## config.mk

```make
export PLATFORM = sky130hd
export DESIGN_NAME = mem_arbiter
export DESIGN_NICKNAME = d
export VERILOG_FILES = /design/src/rtl/mem_arb_pkg.sv /design/src/rtl/mem_arb_rdpipe.sv /design/src/rtl/mem_arbiter.sv
export SDC_FILE = /design/constraint.sdc
export NUM_CORES = 1
export LEC_CHECK = 0
export BUFFER_PORTS_ARGS = -buffer_cell sky130_fd_sc_hd__buf_2
export CORE_AREA = 2 2 71 73
export CTS_CLUSTER_SIZE = 16
export DETAILED_ROUTE_END_ITERATION = 7
export DIE_AREA = 0 0 73 75
export PLACE_DENSITY = 0.75
export SLEW_MARGIN = 5
export SYNTH_ARGS = -nofsm -noshare
export SYNTH_HDL_FRONTEND = slang
export SYNTH_HIERARCHICAL = 1
export SYNTH_SLANG_ARGS = --single-unit
```

## constraint.sdc

```tcl
create_clock -name clk -period 2.87 [get_ports clk]
set_input_delay 0.1435 -clock clk [delete_from_list [all_inputs] [get_ports clk]]
set_output_delay 0.1435 -clock clk [all_outputs]
set_load 0.01 [all_outputs]
```

## src/rtl/mem_arb_pkg.sv

```systemverilog
// Shared types and default widths for the RAM arbiter, the RAM model and the top level.
package mem_arb_pkg;

    localparam int unsigned ARB_A = 12;
    localparam int unsigned ARB_D = 16;

    typedef enum logic [1:0] {
        OWN_NONE = 2'd0,
        OWN_CPU  = 2'd1,
        OWN_VID  = 2'd2
    } owner_t;

endpackage

```

## src/rtl/mem_arb_rdpipe.sv

```systemverilog
// Read-return pipe: remembers who owns the in-flight RAM read and steers the
// registered RAM data back to that requester one cycle after its grant.
module mem_arb_rdpipe
    import mem_arb_pkg::*;
#(
    parameter int unsigned D = ARB_D
) (
    input  logic         clk_i,
    input  logic         rst_ni,
    input  owner_t       rd_owner_i,
    input  logic [D-1:0] ram_rdata_i,
    output logic         cpu_rvalid_o,
    output logic [D-1:0] cpu_rdata_o,
    output logic         vid_rvalid_o,
    output logic [D-1:0] vid_rdata_o
);

    owner_t       owner_q;
    logic [D-1:0] cpu_rdata_q;
    logic [D-1:0] vid_rdata_q;

    always_ff @(posedge clk_i or negedge rst_ni) begin
        if (!rst_ni) begin
            owner_q     <= OWN_NONE;
            cpu_rdata_q <= '0;
            vid_rdata_q <= '0;
        end else begin
            owner_q <= rd_owner_i;
            if (owner_q == OWN_CPU) cpu_rdata_q <= ram_rdata_i;
            if (owner_q == OWN_VID) vid_rdata_q <= ram_rdata_i;
        end
    end

    // RAM data is live only in the return cycle; the hold registers cover the rest.
    always_comb begin
        cpu_rvalid_o = (owner_q == OWN_CPU);
        vid_rvalid_o = (owner_q == OWN_VID);
        cpu_rdata_o  = cpu_rvalid_o ? ram_rdata_i : cpu_rdata_q;
        vid_rdata_o  = vid_rvalid_o ? ram_rdata_i : vid_rdata_q;
    end

endmodule

```

## src/rtl/mem_arbiter.sv

```systemverilog
// Single-port RAM arbiter between the CPU and the VGA fetcher (urgent video, else round-robin).
// Optional `STARVE_GUARD_EN forces a pending CPU request in after MAX_VID_RUN video grants.
module mem_arbiter
    import mem_arb_pkg::*;
#(
    parameter int unsigned A           = ARB_A,
    parameter int unsigned D           = ARB_D,
    parameter int unsigned MAX_VID_RUN = 8
) (
    input  logic         clk,
    input  logic         reset_l,
    input  logic         cpu_req,
    input  logic         cpu_we,
    input  logic [A-1:0] cpu_addr,
    input  logic [D-1:0] cpu_wdata,
    output logic         cpu_gnt,
    output logic         cpu_rvalid,
    output logic [D-1:0] cpu_rdata,
    input  logic         vid_req,
    input  logic         vid_urgent,
    input  logic [A-1:0] vid_addr,
    output logic         vid_gnt,
    output logic         vid_rvalid,
    output logic [D-1:0] vid_rdata,
    output logic         ram_cs,
    output logic         ram_we,
    output logic [A-1:0] ram_addr,
    output logic [D-1:0] ram_wdata,
    input  logic [D-1:0] ram_rdata
);

    if (MAX_VID_RUN < 1) begin : g_bad_cfg
        $error("mem_arbiter: MAX_VID_RUN must be at least 1");
    end

    owner_t rr_last_q, rr_last_d;
    owner_t rd_owner;
    logic   cpu_win, vid_win;
    logic   starve;

`ifdef STARVE_GUARD_EN
    localparam int unsigned RUN_W = $clog2(MAX_VID_RUN + 1);

    logic [RUN_W-1:0] vid_run_q, vid_run_d;

    assign starve = (vid_run_q == RUN_W'(MAX_VID_RUN));

    always_comb begin
        vid_run_d = '0;
        if (vid_win) begin
            vid_run_d = starve ? vid_run_q : vid_run_q + RUN_W'(1);
        end
    end

    always_ff @(posedge clk or negedge reset_l) begin
        if (!reset_l) vid_run_q <= '0;
        else          vid_run_q <= vid_run_d;
    end
`else
    assign starve = 1'b0;
`endif

    // Grants are masked during reset so nothing reaches the RAM while it is held.
    always_comb begin
        cpu_win = 1'b0;
        vid_win = 1'b0;
        if (reset_l) begin
            if (cpu_req && !vid_req) begin
                cpu_win = 1'b1;
            end else if (vid_req && !cpu_req) begin
                vid_win = 1'b1;
            end else if (cpu_req && vid_req) begin
                if (starve)                     cpu_win = 1'b1;
                else if (vid_urgent)            vid_win = 1'b1;
                else if (rr_last_q == OWN_VID)  cpu_win = 1'b1;
                else                            vid_win = 1'b1;
            end
        end
    end

    always_comb begin
        rr_last_d = rr_last_q;
        if (cpu_win)      rr_last_d = OWN_CPU;
        else if (vid_win) rr_last_d = OWN_VID;

        rd_owner = OWN_NONE;
        if (cpu_win && !cpu_we) rd_owner = OWN_CPU;
        else if (vid_win)       rd_owner = OWN_VID;

        cpu_gnt   = cpu_win;
        vid_gnt   = vid_win;
        ram_cs    = cpu_win | vid_win;
        ram_we    = cpu_win & cpu_we;
        ram_addr  = vid_win ? vid_addr : cpu_addr;
        ram_wdata = cpu_wdata;
    end

    always_ff @(posedge clk or negedge reset_l) begin
        if (!reset_l) rr_last_q <= OWN_VID;
        else          rr_last_q <= rr_last_d;
    end

    mem_arb_rdpipe #(
        .D (D)
    ) u_rdpipe (
        .clk_i        (clk),
        .rst_ni       (reset_l),
        .rd_owner_i   (rd_owner),
        .ram_rdata_i  (ram_rdata),
        .cpu_rvalid_o (cpu_rvalid),
        .cpu_rdata_o  (cpu_rdata),
        .vid_rvalid_o (vid_rvalid),
        .vid_rdata_o  (vid_rdata)
    );

endmodule

```

# Word-level counts from Yosys, hierarchy flattened
# Index checks and enable logic that the tools add are counted.
# totals
reg_bits	36
input_bits	62
out_inout_bits	66
wordCells	36
# op_classes
eq_ne	3
muxes	19
bitwise_logic	2
reduce_logical	8
# ops
op	n
$mux W16	2
$mux W1	12
$mux W12	1
$mux W2	4
$eq A2 B2 Y1 const B	2
$logic_and A1 B1 Y1	4
$logic_not A1 Y1	3
$eq A2 B1 Y1 const B	1
$reduce_bool A2 Y1	1
$and A1 B1 Y1	1
$or A1 B1 Y1	1

# Logic depth before layout (Yosys ltp)
# depth
word_depth	9
ltp_mapped	4
mapped_depth_nobuf	3

# By module
# The synthesis kept the hierarchy.
# by_module_without_submodules
module	instances	cells_each	area_each_um2	seq_area_each_um2
mem_arb_rdpipe	1	73	1360.1	850.8
mem_arbiter	1	43	444.2	51.3

# Worst setup path after synthesis
# Ideal clock, no wire load.
# synth_timing
kind	register -> output
from	reg rr_last_q[1]
to	out ram_addr[0]
arrival_time_ns	1.325
t_required_ns	2.727
path_slack_ns	1.401
stages_incl_launch_ff	5
path_buffers	1
path_cell_list	dfstp_2 nor3b_4 a21oi_4 buf_6 mux2_4
# synth_between
elab_chain_len	8
# synth_rtl
element	line_no	text
from (decl)	mem_arbiter.sv:36	owner_t rr_last_q, rr_last_d;
from (signal assigned)	mem_arbiter.sv:100	else rr_last_q <= rr_last_d;
$eq A2 B2 Y1	mem_arbiter.sv:75	else if (rr_last_q == OWN_VID) cpu_win = 1'b1;
$mux W1	mem_arbiter.sv:75	
$mux W1	mem_arbiter.sv:74	else if (vid_urgent) vid_win = 1'b1;
$mux W1	mem_arbiter.sv:72	end else if (cpu_req && vid_req) begin
$mux W1	mem_arbiter.sv:70	end else if (vid_req && !cpu_req) begin
$mux W1	mem_arbiter.sv:68	if (cpu_req && !vid_req) begin
$mux W1	mem_arbiter.sv:67	if (reset_l) begin
named net vid_gnt	mem_arbiter.sv:22	output logic vid_gnt,
$mux W12	mem_arbiter.sv:94	ram_addr = vid_win ? vid_addr : cpu_addr;
to (decl)	mem_arbiter.sv:27	output logic [A-1:0] ram_addr,
# The timed path passes the listed nets, and every way through them passes these cells.

# Worst setup path in the final report
# layout_timing
from	reg u_rdpipe.owner_q[1]
to	out cpu_rdata[15]
# layout_between
elab_chain_len	2
# layout_rtl
element	line_no	text
from (decl)	mem_arb_rdpipe.sv:18	owner_t owner_q;
from (signal assigned)	mem_arb_rdpipe.sv:28	owner_q <= rd_owner_i;
$eq A2 B1 Y1	mem_arb_rdpipe.sv:36	cpu_rvalid_o = (owner_q == OWN_CPU);
$mux W16	n/a	
to (decl)	mem_arbiter.sv:18	output logic [D-1:0] cpu_rdata,
# No other way between the ends.

==> impl_metrics.toml <==
[sta]
holdWs_ps = 36.9
tightest_slew_ps = 1050
rsz0062_at_grt = "false"
min_period_ps = 2140
setup_ws_ps = 733
setup_tns_ps = 0
setup_violations = 0
slew_viol_final = 0
max_freq_mhz = 468
hold_viol_final = 0
max_slew_margin = 0.303
finClkSkew_ps = 2.40
finalCritPeriodShare = 0.745

[global_route]
antenna_found_initial = 0
grt_pass1_wl_mm = 5.82
grt_overflow = 0
grtUsageTotal = 0.145
grt_pass1_vias = 1194
grt_start_max_net_pins = 39

[pwr]
power_mw = 1.47
p_per_area_nw_per_um2 = 644
ir_drop_v = 0.000293
p_leak_nw = 1.22

[die]
die_y_microns = 75
fp-row-count = 25
die_w_microns = 73
initial_core_util = 0.387
pin_count = 128
core_area_sq_um = 4660
die_area_sq_um = 5480

[detailed_routing]
first_pass_iters = 3
avgRoutedWirePerCell_microns = 15.1
first_iter_violations = 26
via_count = 1186
drc = 0
via_per_inst = 4.67
totalWireLength_mm = 3.84
antenna_left = 0

[clocking]
clock-root-buffer = "clkbuf_8"
cts_hold_buf = 1
clk_pin_slew_ps = 70
tritoncts = "done"
insertion_delay_ps = 270
cts_buffers = 5
h-tree-depth = 2
cts_sinks = 36
cts_buffer_depth = 2
post-cts-setup-buffers = 0
cts_resized = 0

[critical_path]
max_stage_delay_ps = 800
slowest_stage = "nand2b_1"
crit_buf_inv = 1
crit_arrival_ps = 1990
end_kind = "primary output"
crit_required_ps = 2730
start_kind = "flip-flop"
crit_path_max_fanout = 17
crit_chain = "nand2b_1 -> mux2_2 -> buf_2"
crit_family = "simple AND/OR/NAND/NOR gates"
crit_type = "reg2out"

[placed_design]
place.gp.congestion = 0.768
placed_cell_area_sq_um = 2170
numPortBuffers = 95
hpwl_mm = 3.03
dp_slack_ps = 1010

[layout]
multi_input_area_sq_um = 697
syn2layout_area_growth_pct = 26.1
final_net_count = 262
drive_above_1_share = 0.770
seqCellArea_sq_um = 902
final_area_sq_um = 2270
antenna_cells = 0
fillers = 431

[synthesis]
ys_types = 19
synth_area_sq_um = 1800
synth_seq_cells = 36
ys_warn_count = 6
ys_seq_area_frac = 0.500
syn-num-nets = 178
avgSynthCellArea_sq_um = 15.6
syn_inst = 116

[min_path]
min_path_type = "in2reg"

[job]
cap_violations = 0

[outcome]
status = "finished clean"
synth_stat cells:
cell | instances | share of area
a21o_2 | 2 | 0.0097
a21oi_1 | 1 | 0.0028
a21oi_4 | 1 | 0.0090
and2_1 | 1 | 0.0035
buf_12 | 2 | 0.022
buf_4 | 16 | 0.067
buf_6 | 3 | 0.019
dfrtp_1 | 35 | 0.49
dfstp_2 | 1 | 0.015
inv_1 | 3 | 0.0062
mux2_2 | 18 | 0.11
mux2_4 | 26 | 0.22
nand2_1 | 1 | 0.0021
nand2b_1 | 1 | 0.0035
nor2b_1 | 1 | 0.0035
nor2b_2 | 1 | 0.0049
nor3b_4 | 1 | 0.010
o211a_1 | 1 | 0.0055
o21ai_0 | 1 | 0.0028
worst register-to-register path: stages (launching register included):
cell      delay, ps
dfrtp_1         340
nand2b_1        800
mux2_2          440
power breakdown:
group          internal [mW]  total, mW  switching (mW)  leakage (nW)
sequential             0.615      0.645          0.0301         0.424
combinational          0.246      0.449           0.204         0.748
clock                  0.213      0.371           0.158        0.0503
total                   1.07       1.47           0.392          1.22
cell families (layout without fill, tap and decap cells):
family                 count (synthesis)  count (layout)  share of synthesized area
AOI/OAI and AO/OA                      6               6                     0.0298
and+or+nand+nor                        6               6                     0.0277
muxes                                 44              44                      0.329
DFF                                   36              36                      0.500
buffers and inverters                 24             108                      0.114
metrics by stage:
stage / std cells / utilization
2_1_floorplan: 116 / -
5_1_grt: 254 / 0.488
4_1_cts: 254 / 0.488
3_3_place_gp: 246 / 0.465
6_report: 254 / 0.488
3_5_place_dp: 246 / 0.465
layout by cell type (no fill, tap or decap), drive strengths merged:
cell type | netlist | final
a21o | 2 | 2
a21oi | 2 | 2
and2 | 1 | 1
buf | 21 | 97
clkbuf | 0 | 7
dfrtp | 35 | 35
dfstp | 1 | 1
dlygate4sd3 | 0 | 1
inv | 3 | 3
mux2 | 44 | 44
nand2 | 1 | 1
nand2b | 1 | 1
nor2b | 2 | 2
nor3b | 1 | 1
o211a | 1 | 1
o21ai | 1 | 1
final timing paths:
check | slack [ps] | depth (start not counted) | endpoint | startpoint
worst min-delay path | 40 | 2 | u_rdpipe/owner_q[0] | cpu_we
worst max-delay path | 730 | 3 | cpu_rdata[15] | u_rdpipe/owner_q[1]
max in group asynchronous | 2030 | 3 | rr_last_q[1] | reset_l
worst max register to register | 1180 | 2 | u_rdpipe/cpu_rdata_q[15] | u_rdpipe/owner_q[1]
worst min register to register | 490 | 1 | u_rdpipe/vid_rdata_q[10] | u_rdpipe/vid_rdata_q[10]
min in group asynchronous | 490 | 3 | u_rdpipe/owner_q[0] | reset_l
cell type report:
cell class                 count  share of cell area
sequential                    36               0.397
timing repair buffer          98               0.220
clock buffer                   7              0.0424
tap                           54              0.0297
inverter                       3             0.00495
multi-input combinational     56               0.306
state kept, by name, indices dropped and copies added (netlist names):
signal,count
u_rdpipe/owner_q,2
rr_last_q,2
u_rdpipe/vid_rdata_q,16
u_rdpipe/cpu_rdata_q,16
routing by layer:
metal | vias up | part of all wire | GRT usage
met2 | 91 | 0.48 | 0.248
met3 | 5 | 0.10 | 0.0629
met4 | 0 | 0.0083 | 0.0370
met5 | - | 0 | 0
met1 | 547 | 0.41 | 0.167
li1 | 543 | - | -
(Power assumes the default switching activity.)
